--- src/rtl/mem_pkg.sv ---
// mem_pkg: shared widths, types and mode encodings for the dual-read register file
package mem_pkg;
  localparam int ADDR_W = 5;
  localparam int DATA_W = 8;
  localparam int DEPTH = 2 ** ADDR_W;
  typedef logic [ADDR_W-1:0] addr_t;
  typedef logic [DATA_W-1:0] data_t;
  localparam logic MODE_WRITE = 1'b0;
  localparam logic MODE_READ = 1'b1;
endpackage

--- src/rtl/mem_read_port.sv ---
// mem_read_port: combinational word select with optional write-through forwarding (MEMORY_WRITE_BYPASS_EN)
module mem_read_port
  import mem_pkg::*;
(
  input  logic [DEPTH-1:0][DATA_W-1:0] mem,
  input  logic [ADDR_W-1:0]            addr,
  input  logic [ADDR_W-1:0]            write_add,
  input  logic [DATA_W-1:0]            write_inp,
  input  logic                         bypass_en,
  output logic [DATA_W-1:0]            rd
);
`ifdef MEMORY_WRITE_BYPASS_EN
  localparam logic BYPASS = 1'b1;
`else
  localparam logic BYPASS = 1'b0;
`endif
  always_comb begin
    rd = (BYPASS && bypass_en && addr == write_add) ? write_inp : mem[addr];
  end
endmodule

--- src/rtl/dual_read_memory.sv ---
// dual_read_memory: 32x8 register file, one sync write port, two async read ports (MEMORY_WRITE_BYPASS_EN adds forwarding)
module dual_read_memory
  import mem_pkg::*;
(
  input  logic              clk,
  input  logic              rst,
  input  logic [ADDR_W-1:0] read_add_1,
  input  logic [ADDR_W-1:0] read_add_2,
  input  logic [ADDR_W-1:0] write_add,
  input  logic [DATA_W-1:0] write_inp,
  input  logic              mode,
  output logic [DATA_W-1:0] read_out_1,
  output logic [DATA_W-1:0] read_out_2
);
  logic [DEPTH-1:0][DATA_W-1:0] mem;
  logic bypass_en;
  assign bypass_en = (mode == MODE_WRITE) && !rst;
  always_ff @(posedge clk or posedge rst) begin
    if (rst) mem <= '0;
    else if (mode == MODE_WRITE) mem[write_add] <= write_inp;
  end
  mem_read_port u_port_1 (
    .mem(mem), .addr(read_add_1), .write_add(write_add),
    .write_inp(write_inp), .bypass_en(bypass_en), .rd(read_out_1)
  );
  mem_read_port u_port_2 (
    .mem(mem), .addr(read_add_2), .write_add(write_add),
    .write_inp(write_inp), .bypass_en(bypass_en), .rd(read_out_2)
  );
endmodule

--- config.mk ---
export PLATFORM = sky130hd
export DESIGN_NAME = dual_read_memory
export DESIGN_NICKNAME = d
export VERILOG_FILES = /design/src/rtl/mem_pkg.sv /design/src/rtl/mem_read_port.sv /design/src/rtl/dual_read_memory.sv
export SDC_FILE = /design/constraint.sdc
export NUM_CORES = 1
export LEC_CHECK = 0
export BUFFER_PORTS_ARGS = -buffer_cell sky130_fd_sc_hd__buf_2
export CAP_MARGIN = 5
export CORE_ASPECT_RATIO = 0.8
export CORE_MARGIN = 1
export CORE_UTILIZATION = 45
export CTS_CLUSTER_DIAMETER = 100
export CTS_CLUSTER_SIZE = 8
export DETAILED_ROUTE_END_ITERATION = 8
export PLACE_DENSITY_LB_ADDON = 0.2
export RECOVER_POWER = 50
export SKIP_CTS_REPAIR_TIMING = 1
export SYNTH_ARGS = -nofsm -noshare
export SYNTH_HDL_FRONTEND = slang
export SYNTH_SLANG_ARGS = --single-unit
--- constraint.sdc ---
create_clock -name clk -period 13.3 [get_ports clk]
set_input_delay 1.33 -clock clk [delete_from_list [all_inputs] [get_ports clk]]
set_output_delay 1.33 -clock clk [all_outputs]
set_load 0.02 [all_outputs]
==> summary.md <==
| Metric | Value |
|---|---|
| Run status | `finished with violations` |
| Failing checks | `capacitance limit, slew limit` |
| Final std cells w/o fill | `1233` |
| Synth Net Count | `832` |
| Tightest Pin Transition | `between 4 and 5 ns` |
| Antenna Violating Nets Remaining | `0` |
| Ys async rst share | `100%` |
| Clk pin slew, worst setup/hold paths | `0.05 ns` |
| Fin area | `15100 sq um` |
| Flops & latches, synth | `256` |
| Reg-to-Reg Start | `mem[240]` |
| Fin nets | `852` |
| Worst Setup EP | `read_out_2[4]` |
| Vias in the first global route | `8663` |
| Max H-tree Level | `2` |
| RSZ-0062 raised after global routing | `no` |
| Synth top cells by count | `mux2_2, dfrtp_1, mux4_2` |
| Number of vias per cell | `6.39` |
| Largest register FFs | `256` |
| Clock latency on the worst-skew pair | `0.51 ns` |
| Syn Inst Count | `a little over 800` |
| Die Ht | `158 um` |
| Largest net degree at the start of global routing | `96` |
| Peak supply drop | `approximately 0.1 mV` |
| Total core area | `29600 sq um` |
| # placed instances | `1193` |
| Pre-antenna DRT Iters | `5` |
| Synth warn | `0` |
| R2r worst-path depth | `1` |
| Post-DP HPWL | `about 23 mm` |
| Antenna Cells | `0` |
| Syn_area_per_cell | `17.0 sq um` |
| Row count | `56` |
| Hold crit path type | `reg2reg` |
| Die X | `around 200 um` |
| CTS buffer count | `37` |
| Worst Path Max Fanout | `42` |
| Slew margin rel. | `-186%` |
| Most numerous cell in the Yosys netlist | `mux2_2` |
| Total track usage | `25.1%` |
| First-pass GRT wire length | `56.4 mm` |
| Clock sink total | `between 200 and 300` |
| Worst setup SP type | `input pin` |
| Final WS setup | `7.78 ns` |
| Final min period | `5.52 ns` |
| Setup TNS | `0 ns` |
| Fin. Hold Viols | `0` |
| Leading post-synthesis cells by cell area | `dfrtp_1, mux4_2, mux2_2, clkbuf_1, buf_4` |
| I/O pin total | `42` |
| Crit path from | `read_add_2[1]` |
| Crit share post-route | `41.5%` |
| Ys flop type | `dfrtp_1` |
| Via count | `about 8000` |
| Die area | `roughly 31000 sq um` |
| P&R area growth vs syn | `10.3%` |
| Power Density | `158 nW/um^2` |
| Total Power | `2.39 mW` |
| Initial antenna violation count | `0` |
| Final design utilization | `50.9%` |
| Max cap viols | `1` |
| Final setup vio count | `0` |
| Netlist Area Pre-Place | `13700 sq um` |
| Initial Util | `46.2%` |
| Synth unique cells | `19` |
| Dpl cell area | `between 10000 and 15000 sq um` |
| Final wirelength | `36.6 mm` |
| Final hold slack | `0.519 ns` |
| Crit. End Element | `output port` |
| Largest registers | `mem (256)` |
| Slowest-stage cell, CP | `buf_4` |
| R2r setup slk | `12.49 ns` |
| Critical path type | `in2out` |
| Fmax | `181 MHz` |
| R2R Path End | `mem[240]` |
| CTS tree | `built` |
| Placement Setup Slack | `7.73 ns` |
| CTS root buffer | `clkbuf_16` |
| Biggest register | `mem` |
| Final clock skew | `0 ns` |
| Static Leak | `6.36 nW` |
| CP max stage delay | `between 0.7 and 0.8 ns` |
| Remaining Overflow, GRT | `0` |
| Sequential-to-total area share from yosys stat | `roughly 47%` |
| Post-synth EDFFs | `0` |
| Port Buffers | `41` |
| Max-slew violations | `96` |
| CTS Buffer Depth | `3` |
| DR DRC count | `0` |
| Crit path DAT | `4.19 ns` |
| Wire per inst | `just under 30 um` |
| CP cell instances | `buf_4 -> buf_4 -> mux4_2 -> mux4_2 -> mux2_2 -> buf_2` |
| Area share of the largest cell type after synthesis | `46.8%` |
| Placer Congestion | `between 0.8 and 0.9` |
| Yosys top cell by area | `dfrtp_1` |
| Req. time, crit path | `between 10 and 15 ns` |
| Layout cell share with drive strength beyond 1 | `about 63%` |
| Initial DRC count | `597` |
## where the power goes
part           leakage (nW)  internal [mW]  switching (mW)
sequential             3.27          0.934           0.111
combinational          2.60          0.312           0.197
clock                 0.485          0.511           0.323
## cells in the final DEF (no fill, tap or decap)
cell type	Yosys	final
nor3b_1	5	5
nand2_1	16	16
buf_4	12	10
mux2_1	0	1
clkbuf_16	0	39
clkinvlp_2	0	1
nor3_1	2	2
nand3b_1	4	4
buf_2	14	35
or3b_2	2	2
nand3_1	1	1
nor2_2	8	5
mux2_2	272	271
or3_1	1	1
clkbuf_1	35	5
and3b_1	1	1
dfrtp_1	256	256
inv_6	0	1
mux4_2	160	160
nor2_1	8	11
## kinds of logic after synthesis
kind of cell | share of synthesized area, %
buffers and inverters | 2.60
DFF | 46.8
muxes | 48.7
and+or+nand+nor | 1.87
## metal layers
layer | part of all wire [%] | track usage (%) | routed length [um]
met3 | 5.0 | 4.32 | 1850
met1 | 43 | 34.5 | 15800
met5 | 0 | 0 | 0
met4 | 3.3 | 9.23 | 1200
met2 | 49 | 40.5 | 17800
## critical path, delay by kind of cell
kind | cells | cell delay [ns]
mux | 3 | 1.45
buf+inv | 3 | 1.27
## area by class of cell
type                       instances  area (sq um)
multi-input combinational        480          6910
clock inverter                     1          8.76
sequential                       256          6410
inverter                           1          5.00
clock buffer                      39           976
tap                              406           508
fill                            2410         14600
timing repair buffer              50           269
## worst min path at each step
stage / end / from / cells past startpoint / slack (ns)
finish: mem[238] / mem[238] / 1 / 0.52
global placement: mem[43] / mem[43] / 1 / 0.50
global route: mem[222] / mem[222] / 1 / 0.53
detailed placement: mem[228] / mem[228] / 1 / 0.51
floorplan: mem[152] / mem[152] / 1 / 0.49
CTS: mem[228] / mem[228] / 1 / 0.52
(Power assumes the default switching activity.)
